===== config.mk =====
export PLATFORM = sky130hd
export DESIGN_NAME = i2c_bus_controller
export DESIGN_NICKNAME = d
export VERILOG_FILES = /design/src/rtl/i2c_bus_controller.sv
export SDC_FILE = /design/constraint.sdc
export NUM_CORES = 1
export LEC_CHECK = 0
export ABC_CLOCK_PERIOD_IN_PS = 2340
export CAP_MARGIN = 0
export CELL_PAD_IN_SITES_DETAIL_PLACEMENT = 0
export CELL_PAD_IN_SITES_GLOBAL_PLACEMENT = 1
export CORE_MARGIN = 2
export CORE_UTILIZATION = 43
export DETAILED_ROUTE_END_ITERATION = 12
export HOLD_SLACK_MARGIN = 0.05
export PLACE_DENSITY = 0.84
export SYNTH_ARGS = -nofsm -noshare
export SYNTH_HDL_FRONTEND = slang
export SYNTH_SLANG_ARGS = --single-unit

===== constraint.sdc =====
create_clock -name clk -period 2.34 [get_ports clk]
set_input_delay 0.702 -clock clk [delete_from_list [all_inputs] [get_ports clk]]
set_output_delay 0.702 -clock clk [all_outputs]
set_load 0.05 [all_outputs]

===== src/rtl/i2c_bus_controller.sv =====
// I2C subordinate bus front end: SCL/SDA sync, START/STOP detect, address match and phase sequencing.
// Optional `I2C_GLITCH_FILTER_EN adds a 3-sample majority filter after the synchronisers.
module i2c_bus_controller #(
    parameter logic [6:0] SUB_ADDR    = 7'h42,
    parameter int         SYNC_STAGES = 2
) (
    input  logic       clk,
    input  logic       rst_n,
    input  logic       scl_in,
    input  logic       sda_in,
    output logic [6:0] i2c_state,
    output logic [3:0] clock_count,
    output logic       read_bit,
    output logic       write_bit,
    output logic       sda_en,
    output logic       received_nack,
    output logic       start_det,
    output logic       stop_det
);
    typedef enum logic [6:0] {
        IDLE     = 7'b0000001,
        ADDR     = 7'b0000010,
        ADDR_ACK = 7'b0000100,
        WDATA    = 7'b0001000,
        WACK     = 7'b0010000,
        RDATA    = 7'b0100000,
        RACK     = 7'b1000000
    } state_t;

    logic [SYNC_STAGES-1:0] r_scl_sync, r_sda_sync;
    logic w_scl_s, w_sda_s;
    logic r_scl_q, r_sda_q;

    always_ff @(posedge clk or negedge rst_n) begin
        if (!rst_n) begin
            r_scl_sync <= '1;
            r_sda_sync <= '1;
        end else begin
            r_scl_sync <= {r_scl_sync[SYNC_STAGES-2:0], scl_in};
            r_sda_sync <= {r_sda_sync[SYNC_STAGES-2:0], sda_in};
        end
    end

`ifdef I2C_GLITCH_FILTER_EN
    logic [1:0] r_scl_h, r_sda_h;
    logic       r_scl_f, r_sda_f;
    logic       w_scl_y, w_sda_y;

    assign w_scl_y = r_scl_sync[SYNC_STAGES-1];
    assign w_sda_y = r_sda_sync[SYNC_STAGES-1];

    always_ff @(posedge clk or negedge rst_n) begin
        if (!rst_n) begin
            r_scl_h <= 2'b11;
            r_sda_h <= 2'b11;
            r_scl_f <= 1'b1;
            r_sda_f <= 1'b1;
        end else begin
            r_scl_h <= {r_scl_h[0], w_scl_y};
            r_sda_h <= {r_sda_h[0], w_sda_y};
            r_scl_f <= (w_scl_y & r_scl_h[0]) | (w_scl_y & r_scl_h[1]) | (r_scl_h[0] & r_scl_h[1]);
            r_sda_f <= (w_sda_y & r_sda_h[0]) | (w_sda_y & r_sda_h[1]) | (r_sda_h[0] & r_sda_h[1]);
        end
    end

    assign w_scl_s = r_scl_f;
    assign w_sda_s = r_sda_f;
`else
    assign w_scl_s = r_scl_sync[SYNC_STAGES-1];
    assign w_sda_s = r_sda_sync[SYNC_STAGES-1];
`endif

    always_ff @(posedge clk or negedge rst_n) begin
        if (!rst_n) begin
            r_scl_q <= 1'b1;
            r_sda_q <= 1'b1;
        end else begin
            r_scl_q <= w_scl_s;
            r_sda_q <= w_sda_s;
        end
    end

    logic w_scl_rise, w_scl_fall, w_start, w_stop;
    assign w_scl_rise = w_scl_s & ~r_scl_q;
    assign w_scl_fall = ~w_scl_s & r_scl_q;
    assign w_start    = w_scl_s & r_scl_q & r_sda_q & ~w_sda_s;
    assign w_stop     = w_scl_s & r_scl_q & ~r_sda_q & w_sda_s;

    state_t     r_state, w_state_nx;
    logic [3:0] r_count, w_count_nx;
    logic [7:0] r_shift, w_shift_nx;
    logic       r_rd, w_rd_nx, r_wr, w_wr_nx;
    logic       r_en, w_en_nx, r_nack, w_nack_nx;
    logic       r_start, w_start_nx, r_stop, w_stop_nx;
    // The SCL fall that follows START is not a bit boundary; count only after a rise.
    logic       r_armed, w_armed_nx;

    always_ff @(posedge clk or negedge rst_n) begin
        if (!rst_n) begin
            r_state <= IDLE;
            r_count <= '0;
            r_shift <= '0;
            r_rd    <= 1'b0;
            r_wr    <= 1'b0;
            r_en    <= 1'b0;
            r_nack  <= 1'b0;
            r_start <= 1'b0;
            r_stop  <= 1'b0;
            r_armed <= 1'b0;
        end else begin
            r_state <= w_state_nx;
            r_count <= w_count_nx;
            r_shift <= w_shift_nx;
            r_rd    <= w_rd_nx;
            r_wr    <= w_wr_nx;
            r_en    <= w_en_nx;
            r_nack  <= w_nack_nx;
            r_start <= w_start_nx;
            r_stop  <= w_stop_nx;
            r_armed <= w_armed_nx;
        end
    end

    always_comb begin
        w_state_nx = r_state;
        w_count_nx = r_count;
        w_shift_nx = r_shift;
        w_rd_nx    = r_rd;
        w_wr_nx    = r_wr;
        w_en_nx    = r_en;
        w_nack_nx  = r_nack;
        w_start_nx = 1'b0;
        w_stop_nx  = 1'b0;
        w_armed_nx = r_armed;
        if (w_stop || w_start) begin
            w_state_nx = w_stop ? IDLE : ADDR;
            w_count_nx = '0;
            w_rd_nx    = 1'b0;
            w_wr_nx    = 1'b0;
            w_en_nx    = 1'b0;
            w_nack_nx  = 1'b0;
            w_armed_nx = 1'b0;
            w_stop_nx  = w_stop;
            w_start_nx = ~w_stop;
        end else if (r_state != IDLE) begin
            if (w_scl_rise) begin
                w_armed_nx = 1'b1;
                if (r_state == ADDR) w_shift_nx = {r_shift[6:0], w_sda_s};
                if (r_state == RACK && w_sda_s) w_nack_nx = 1'b1;
            end
            if (w_scl_fall && r_armed) begin
                w_count_nx = (r_count == 4'd8) ? 4'd0 : r_count + 4'd1;
                unique case (r_state)
                    ADDR: if (r_count == 4'd7) begin
                        if (r_shift[7:1] == SUB_ADDR) begin
                            w_state_nx = ADDR_ACK;
                            w_en_nx    = 1'b1;
                            w_rd_nx    = r_shift[0];
                            w_wr_nx    = ~r_shift[0];
                        end else begin
                            w_state_nx = IDLE;
                            w_en_nx    = 1'b0;
                            w_count_nx = '0;
                        end
                    end
                    ADDR_ACK: if (r_count == 4'd8) begin
                        w_state_nx = r_rd ? RDATA : WDATA;
                        w_en_nx    = r_rd;
                    end
                    WDATA: if (r_count == 4'd7) begin
                        w_state_nx = WACK;
                        w_en_nx    = 1'b1;
                    end
                    WACK: if (r_count == 4'd8) begin
                        w_state_nx = WDATA;
                        w_en_nx    = 1'b0;
                    end
                    RDATA: if (r_count == 4'd7) begin
                        w_state_nx = RACK;
                        w_en_nx    = 1'b0;
                    end
                    RACK: if (r_count == 4'd8) begin
                        w_state_nx = r_nack ? IDLE : RDATA;
                        w_en_nx    = ~r_nack;
                    end
                    default: ;
                endcase
            end
        end
    end

    assign i2c_state     = r_state;
    assign clock_count   = r_count;
    assign read_bit      = r_rd;
    assign write_bit     = r_wr;
    assign sda_en        = r_en;
    assign received_nack = r_nack;
    assign start_det     = r_start;
    assign stop_det      = r_stop;
endmodule


==> impl_metrics.ini, run 1 <==
[power_and_ir_drop]
p_per_area_nw_per_um2 = 834
power.leakage_nw = 0.924
ir_drop_mv = 0.538
p_total_mw = 1.74

[finish]
finalNonFillerCells = 232
antenna_cells = 0
area_delta_synth_final_pct = 22.1
post-route-cell-area_um2 = 2080
final_layout_size_suffix_gt1_frac = 0.245
fillers = 322
fin_nets = 189

[synthesis]
netlist-cell-type-count = 49
synth_enable_flop_cells = 0
synth.net_count = 159
ys_top_cells_by_count = dfrtp_1 (25), nand2_1 (12), nor2_1 (12)
netlist.area_leader.share = 0.367
synth_top_area_cell = dfrtp_1
yosysMostFrequentCell = dfrtp_1
ys_warn_count = 0
synth-async-reset-ratio = 1.00
avgSynthCellArea_um2 = 11.2
synth_area_um2 = 1710
netlist_top_cells_area = dfrtp_1 (37%), dfstp_2 (11%), mux2_1 (4.6%), mux2_4 (4.4%), nand2_1 (2.6%)
synth_cells = 153
ys_seq_area_frac = 0.474
ys_dominant_reg_cell = dfrtp_1
synth_seq_cells = 32

[worst_setup_path]
worst-path-max-fanout = 6
crit_family = buffers and inverters
crit_buf_inv = 1
timing.critical_path.slowest_stage_cell = clkdlybuf4s50_1
critPathMaxStageDelay_ns = 0.83
path_cells = clkdlybuf4s50_1
crit_arrival_ns = 1.54
crit_path_start_kind = flip-flop
crit_type = reg -> out
cp-end-kind = output port
required_ns = 1.64

[cts]
clk_latency_ns = 0.29
cts.sinks = 32
htree_levels = 2
ctsHoldBuffers = 0
clockBufferDepth = 2
cts_tree = built
cts_root_buffer = clkbuf_8
cts.reportedPaths.clkPinSlew_ns = 0.06
numCtsBuffers = 5

[drt]
wl_mm = 3.61
drt-wirelength-per-cell_um = 15.6
via_per_inst = 5.44
first_pass_iters = 4
ant_nets = 0
route.detailed.drc = 0
drt-initial-drc-count = 74
vias = 1262

[global_route]
grt_pass1_wl_mm = 6.28
grt_pass1_vias = 1271
overflow = 0
antenna_found_initial = 0
grt_usage = 0.191
grt_max_degree = 33

[timing]
tightestPinTransition_ns = 0.501
rsz0062_at_grt = false
whs_ns = 0.357
slew_headroom = 0.665
fmax_mhz = 447
setup_viol_count_final = 0
period_minus_slack_ns = 2.24
fin_crit_sh = 0.957
finalHoldViolCount = 0
slew_violations = 0
worst_clock_skew_ns = 0.00741
timing.setup.tns_ns = 0

[placed_design]
hpwl_mm = 2.65
finalWeightedCongestion = 0.840
io_buffers = 20
dp.cells = 223
placed_cell_area_um2 = 1960

[status]
status = finished clean

[die]
start_util = 0.456
ios = 21
die_area_um2 = 4490
core_area_um2 = 3740
die_w_um = 67
num_rows = 22
die_h_um = 67

[worst_hold_path]
hold_path.class = reg -> reg

[flow_run]
cap_violations = 0
cell families after synthesis:
family,Yosys count,share of synthesized area
fa+ha+maj,2,0.0147
flops,32,0.474
simple gates,63,0.231
mux,15,0.108
xor+xnor,4,0.0205
compound gates,24,0.109
buf+inv,13,0.0425
flip-flops by register name, indices dropped and copies added, names as in the netlist, 2 cells and up:
| name | count |
|---|---|
| r_shift | 8 |
| i2c_state | 7 |
| clock_count | 4 |
| r_scl_sync | 2 |
| r_sda_sync | 2 |
worst paths after layout:
path	startpoint	end	slack, ns	depth (start not counted)
min in group asynchronous	rst_n	i2c_state[5]	0.81	2
hold reg to reg	r_sda_sync[0]	r_sda_sync[1]	0.36	0
hold / removal	r_sda_sync[0]	r_sda_sync[1]	0.36	0
setup / recovery	clock_count[0]	clock_count[0]	0.10	1
setup reg to reg	r_sda_sync[1]	i2c_state[6]	0.15	6
max in group asynchronous	rst_n	r_scl_sync[1]	1.20	2
routing by layer:
metal	vias to the layer above	share of wire	GRT usage	wire length, um
met4	0	0.020	0.0714	71
met5	-	0	0	0
met3	7	0.045	0.0507	161
met2	22	0.47	0.295	1720
li1	621	-	-	-
met1	612	0.46	0.257	1670
metrics by stage:
stage | setup WS (ns) | util
final | 0.100 | 0.557
after global routing | 0.0153 | 0.557
after CTS | 0.0735 | 0.551
after detailed placement | 0.104 | 0.523
after global placement | 0.122 | 0.523
after floorplan | 0.0465 | -
timing repair:
item	in CTS	in global routing
endpoints found under the setup margin	0	15
buffers inserted	0	1
gates resized for setup	0	2
hold endpoints to repair	0	0
power by group:
group          switching (mW)  internal (mW)  total, mW  leakage, nW
registers               0.100          0.644      0.745        0.412
logic                   0.289          0.189      0.478        0.457
clock network           0.200          0.316      0.516       0.0552
cell type report:
| type | count | area, um^2 | area share |
|---|---|---|---|
| multi-input cells | 108 | 837 | 0.402 |
| flip-flops and latches | 32 | 810 | 0.388 |
| repair buffers | 28 | 240 | 0.115 |
| clock buffers | 6 | 72.6 | 0.0348 |
| well taps | 48 | 60.1 | 0.0288 |
| clock inverters | 2 | 35.0 | 0.0168 |
| inverters | 8 | 30.0 | 0.0144 |
layout by cell type, fill, tap and decap left out, types with 2 or more instances in the layout:
| master | instances |
|---|---|
| nand4_1 | 4 |
| mux2_4 | 5 |
| buf_4 | 16 |
| ha_1 | 2 |
| or4b_1 | 2 |
| nor3b_1 | 2 |
| nand3_1 | 6 |
| nor3_1 | 6 |
| nand2_1 | 12 |
| inv_1 | 8 |
| a211o_1 | 2 |
| and3_1 | 2 |
| a31oi_1 | 3 |
| clkbuf_8 | 5 |
| nand2b_1 | 2 |
| nor2_1 | 12 |
| nor3_2 | 2 |
| mux2i_1 | 3 |
| xor2_1 | 4 |
| a21oi_1 | 3 |
| o21ai_0 | 5 |
| dfrtp_1 | 25 |
| mux2_1 | 7 |
| clkdlybuf4s50_1 | 12 |
| dfstp_2 | 7 |
(Power assumes the default switching activity.)
==> run 2: changes to the inputs <==
--- a/config.mk
+++ b/config.mk
@@ -5,13 +5,14 @@
 export SDC_FILE = /design/constraint.sdc
 export NUM_CORES = 1
 export LEC_CHECK = 0
-export ABC_CLOCK_PERIOD_IN_PS = 2340
+export ABC_CLOCK_PERIOD_IN_PS = 2500
 export CAP_MARGIN = 0
 export CELL_PAD_IN_SITES_DETAIL_PLACEMENT = 0
 export CELL_PAD_IN_SITES_GLOBAL_PLACEMENT = 1
 export CORE_MARGIN = 2
 export CORE_UTILIZATION = 43
 export DETAILED_ROUTE_END_ITERATION = 12
+export GPL_TIMING_DRIVEN = 0
 export HOLD_SLACK_MARGIN = 0.05
 export PLACE_DENSITY = 0.84
 export SYNTH_ARGS = -nofsm -noshare
==> constraint.sdc (replaced) <==
create_clock -name clk -period 2.5 [get_ports clk]
set_input_delay 0.75 -clock clk [delete_from_list [all_inputs] [get_ports clk]]
set_output_delay 0.75 -clock clk [all_outputs]
set_load 0.05 [all_outputs]
==> run 2 against run 1 <==
Effect of this change:
- sequential cell count unchanged
- critical path depth unchanged
- sequential share of layout area fell by 0.14 points
- clock power down 5.8%
- critical path type unchanged
- critical endpoint is now i2c_state[3]
- largest cell class unchanged
==> impl_metrics.ini, run 2 (same netlist as run 1, synthesis figures left out) <==
[status]
status = finished clean

[global_route]
overflow = 0
grt_max_degree = 33
antenna_found_initial = 0
grt_pass1_vias = 1318
grt_pass1_wl_mm = 6.03
grt_usage = 0.184

[worst_setup_path]
path_cells = clkdlybuf4s50_1
crit_path_start_kind = flip-flop
worst-path-max-fanout = 7
critPathMaxStageDelay_ns = 0.86
crit_buf_inv = 1
timing.critical_path.slowest_stage_cell = clkdlybuf4s50_1
crit_family = buffers and inverters
crit_type = reg -> out
required_ns = 1.75
crit_arrival_ns = 1.68
cp-end-kind = output port

[die]
start_util = 0.456
core_area_um2 = 3740
die_h_um = 67
num_rows = 22
die_area_um2 = 4490
die_w_um = 67
ios = 21

[timing]
period_minus_slack_ns = 2.43
whs_ns = 0.355
fmax_mhz = 411
tightestPinTransition_ns = 0.703
worst_clock_skew_ns = 0.00952
rsz0062_at_grt = false
fin_ws_ns = 0.0668
slew_headroom = 0.531
fin_crit_sh = 0.973
finalHoldViolCount = 0
slew_violations = 0
setup_viol_count_final = 0
timing.setup.tns_ns = 0

[cts]
numCtsBuffers = 5
htree_levels = 2
cts.reportedPaths.clkPinSlew_ns = 0.07
cts_tree = built
cts.sinks = 32
cts_root_buffer = clkbuf_8
clk_latency_ns = 0.29
clockBufferDepth = 2

[drt]
drt-wirelength-per-cell_um = 15.3
via_per_inst = 5.58
route.detailed.drc = 0
wl_mm = 3.51
ant_nets = 0
vias = 1284
drt-initial-drc-count = 39
first_pass_iters = 4

[power_and_ir_drop]
p_per_area_nw_per_um2 = 776
p_total_mw = 1.62
ir_drop_mv = 0.510
power.leakage_nw = 0.908

[flow_run]
cap_violations = 0

[placed_design]
io_buffers = 20
pre_cts_ws_ns = 0.0754
finalWeightedCongestion = 0.844
dp.cells = 221
hpwl_mm = 2.56

[finish]
area_delta_synth_final_pct = 22.6
antenna_cells = 0
largest_register = r_shift
fin_nets = 187
largest_reg_flops = 8
finalNonFillerCells = 230
final_layout_size_suffix_gt1_frac = 0.192
final_common_cell = dfrtp_1
final_cell_mix = dfrtp_1 (25), clkdlybuf4s50_1 (18), nand2_1 (12), nor2_1 (12), inv_1 (8)

[worst_hold_path]
hold_path.class = reg -> reg
-- run 2: power by group --
group          switching [mW]  internal (mW)
Combinational           0.263          0.173
Sequential             0.0987          0.603
Clock                   0.190          0.295
-- run 2: layer usage --
metal	GRT usage	routed length (um)	up-vias
met5	0	0	-
met4	0.0893	65	0
met3	0.0473	141	7
met2	0.304	1780	27
met1	0.221	1520	638
li1	-	-	612
-- run 2: stage by stage --
stage          area, um^2  utilization
2_1_floorplan        1710            -
3_3_place_gp         1970        0.525
3_5_place_dp         1970        0.525
4_1_cts              2070        0.554
5_1_grt              2090        0.559
6_report             2090        0.559
-- run 2: area by class of cell --
| type | instances | area [um^2] |
|---|---|---|
| Timing Repair Buffer | 21 | 218 |
| Clock buffer | 6 | 72.6 |
| Buffer | 5 | 42.5 |
| Inverter | 8 | 30.0 |
| Tap cell | 48 | 60.1 |
| Multi-Input combinational cell | 108 | 825 |
| Clock inverter | 2 | 35.0 |
| Fill cell | 337 | 1650 |
| Sequential cell | 32 | 810 |
-- run 2: path summary, 6_finish.rpt --
check / startpoint / to / slack (ns) / cells after the start
worst min register to register: r_scl_sync[0] / r_scl_sync[1] / 0.36 / 0
max in group asynchronous: rst_n / r_shift[0] / 1.54 / 1
min in group asynchronous: rst_n / sda_en / 0.50 / 1
worst max register to register: i2c_state[5] / i2c_state[4] / 0.32 / 7
worst min-delay path: r_scl_sync[0] / r_scl_sync[1] / 0.36 / 0
worst max-delay path: i2c_state[3] / i2c_state[3] / 0.07 / 1
-- run 2: what timing repair did --
item,CTS,global route
buffers inserted,0,1
gates resized for setup,0,1
endpoints found under the setup margin,0,6
endpoints found under the hold margin,0,0
hold buffers,0,0
==> run 3: changes to the inputs <==
--- a/config.mk
+++ b/config.mk
@@ -10,11 +10,11 @@
 export CELL_PAD_IN_SITES_DETAIL_PLACEMENT = 0
 export CELL_PAD_IN_SITES_GLOBAL_PLACEMENT = 1
 export CORE_MARGIN = 2
-export CORE_UTILIZATION = 43
+export CORE_UTILIZATION = 33
 export DETAILED_ROUTE_END_ITERATION = 12
 export GPL_TIMING_DRIVEN = 0
 export HOLD_SLACK_MARGIN = 0.05
-export PLACE_DENSITY = 0.84
+export PLACE_DENSITY = 0.68
 export SYNTH_ARGS = -nofsm -noshare
 export SYNTH_HDL_FRONTEND = slang
 export SYNTH_SLANG_ARGS = --single-unit
==> run 3 against run 2 <==
Effect of this change:
- sequential share of layout area is 0.84 points lower
- clock power grew 12%
- sequential cell count unchanged
- highest routed layer unchanged
- setup slack improved by 0.0042 ns
- combinational power down 1%
- count of clock-buffer cells in the layout is 1 higher
- hold slack better by 0.0010 ns
- via count shrank 1.7%
- critical path type unchanged
- maximum frequency is 0.17% higher
==> impl_metrics.ini, run 3 (same netlist as run 1, synthesis figures left out) <==
[drt]
ant_nets = 0
route.detailed.drc = 0
wl_mm = 3.60
first_pass_iters = 4
drt-initial-drc-count = 59
via_per_inst = 5.01
vias = 1262
drt-wirelength-per-cell_um = 14.3

[cts]
cts.sinks = 32
ctsHoldBuffers = 0
clk_latency_ns = 0.29
cts_tree = built
htree_levels = 2
cts.reportedPaths.clkPinSlew_ns = 0.07
cts_root_buffer = clkbuf_8
numCtsBuffers = 5
clockBufferDepth = 2

[worst_hold_path]
hold_path.class = reg -> reg

[global_route]
grt_usage = 0.132
grt_pass1_wl_mm = 6.07
grt_max_degree = 33
overflow = 0
grt_pass1_vias = 1274
antenna_found_initial = 0

[timing]
slew_violations = 0
rsz0062_at_grt = false
worst_clock_skew_ns = 0.00787
fin_crit_sh = 0.972
timing.setup.tns_ns = 0
fmax_mhz = 412
slew_headroom = 0.509
period_minus_slack_ns = 2.43
setup_viol_count_final = 0
tightestPinTransition_ns = 0.737
finalHoldViolCount = 0

[worst_setup_path]
required_ns = 1.75
cp-end-kind = output port
rrSetupSlack_ns = 0.28
crit_arrival_ns = 1.68
reg2reg_depth = 6
crit_cells = 1
crit_type = reg -> out
cp-startpoint = i2c_state[2]
crit_family = buffers and inverters
critPathMaxStageDelay_ns = 0.87
worst-path-max-fanout = 8
crit_end = i2c_state[2]
timing.rr.end = sda_en
timing.critical_path.slowest_stage_cell = clkdlybuf4s50_1
path_cells = clkdlybuf4s50_1
crit_buf_inv = 1
crit_path_start_kind = flip-flop
reg2reg_from = r_sda_sync[1]

[placed_design]
hpwl_mm = 2.54
finalWeightedCongestion = 0.813
io_buffers = 20
dp.cells = 243
placed_cell_area_um2 = 1990

[finish]
largest_reg_flops = 8
final_common_cell = dfrtp_1
final_cell_mix = dfrtp_1 (25), clkdlybuf4s50_1 (18), nand2_1 (12), nor2_1 (12), inv_1 (8)
largest_register = r_shift
fin_util = 0.424
antenna_cells = 0
fin_nets = 187
area_delta_synth_final_pct = 25.3
final_layout_size_suffix_gt1_frac = 0.198
post-route-cell-area_um2 = 2140
finalNonFillerCells = 252

[power_and_ir_drop]
ir_drop_mv = 0.304
power.leakage_nw = 0.917
p_total_mw = 1.67
p_per_area_nw_per_um2 = 783

[die]
ios = 21
core_area_um2 = 5040
start_util = 0.338
num_rows = 26
die_area_um2 = 5760
die_h_um = 75.9
die_w_um = 75.9

[status]
status = finished clean

[flow_run]
cap_violations = 0
==> run 3: cell types whose count changed in the layout (fill, tap and decap cells not counted), sizes merged <==
| cell | delta |
|---|---|
| clkbuf | +1 |
| clkinv | -1 |
==> run 3: repair_timing <==
| action | in CTS | in global routing |
|---|---|---|
| hold endpoints to repair | 0 | 0 |
| setup endpoints to repair | 0 | 6 |
| buffers inserted | 0 | 1 |
| resized for setup | 0 | 1 |
==> run 3: where the power goes <==
part | internal, mW | switching [mW] | total (mW)
clock | 0.352 | 0.194 | 0.545
sequential | 0.603 | 0.0945 | 0.697
combinational | 0.172 | 0.259 | 0.431
total | 1.13 | 0.547 | 1.67
==> run 3: how the worst min path moves through the flow <==
stage / start / to / slack [ns] / depth (start not counted)
5_1_grt: r_sda_sync[0] / r_sda_sync[1] / 0.36 / 0
4_1_cts: r_sda_sync[0] / r_sda_sync[1] / 0.36 / 0
3_5_place_dp: r_sda_sync[0] / r_sda_sync[1] / 0.35 / 0
3_3_place_gp: r_sda_sync[0] / r_sda_sync[1] / 0.35 / 0
2_1_floorplan: r_scl_sync[0] / r_scl_sync[1] / 0.35 / 0
6_report: r_scl_sync[0] / r_scl_sync[1] / 0.36 / 0
==> run 3: layout make-up <==
cell class	instances	area, um^2
fillers	487	2900
inverters	8	30.0
repair buffers	21	218
multi-input cells	108	825
clock inverters	1	30.0
clock buffers	7	96.3
plain buffers	5	42.5
flip-flops and latches	32	810
well taps	70	87.6
==> run 3: per-layer routing <==
layer | GRT usage | wire, um | vias up
met5 | 0 | 0 | -
met4 | 0.0545 | 54 | 0
met3 | 0.0357 | 146 | 8
met1 | 0.162 | 1660 | 619
met2 | 0.221 | 1740 | 21
li1 | - | - | 614
==> run 3: worst register-to-register path: cells and delay by family, from the launching register on <==
kind                   cells  cell delay, ns
AND/OR/NAND/NOR            3            0.79
flip-flops                 1            0.58
multiplexers               1            0.30
XOR/XNOR                   1            0.26
buffers and inverters      1            0.18
==> run 3: through the flow <==
step                      worst slack [ns]  hold slack, ns
after floorplan                      0.207           0.345
after global placement              0.0146           0.345
after detailed placement            0.0634           0.347
after CTS                           0.0118           0.357
after global routing                0.0265           0.362
final                               0.0709           0.356
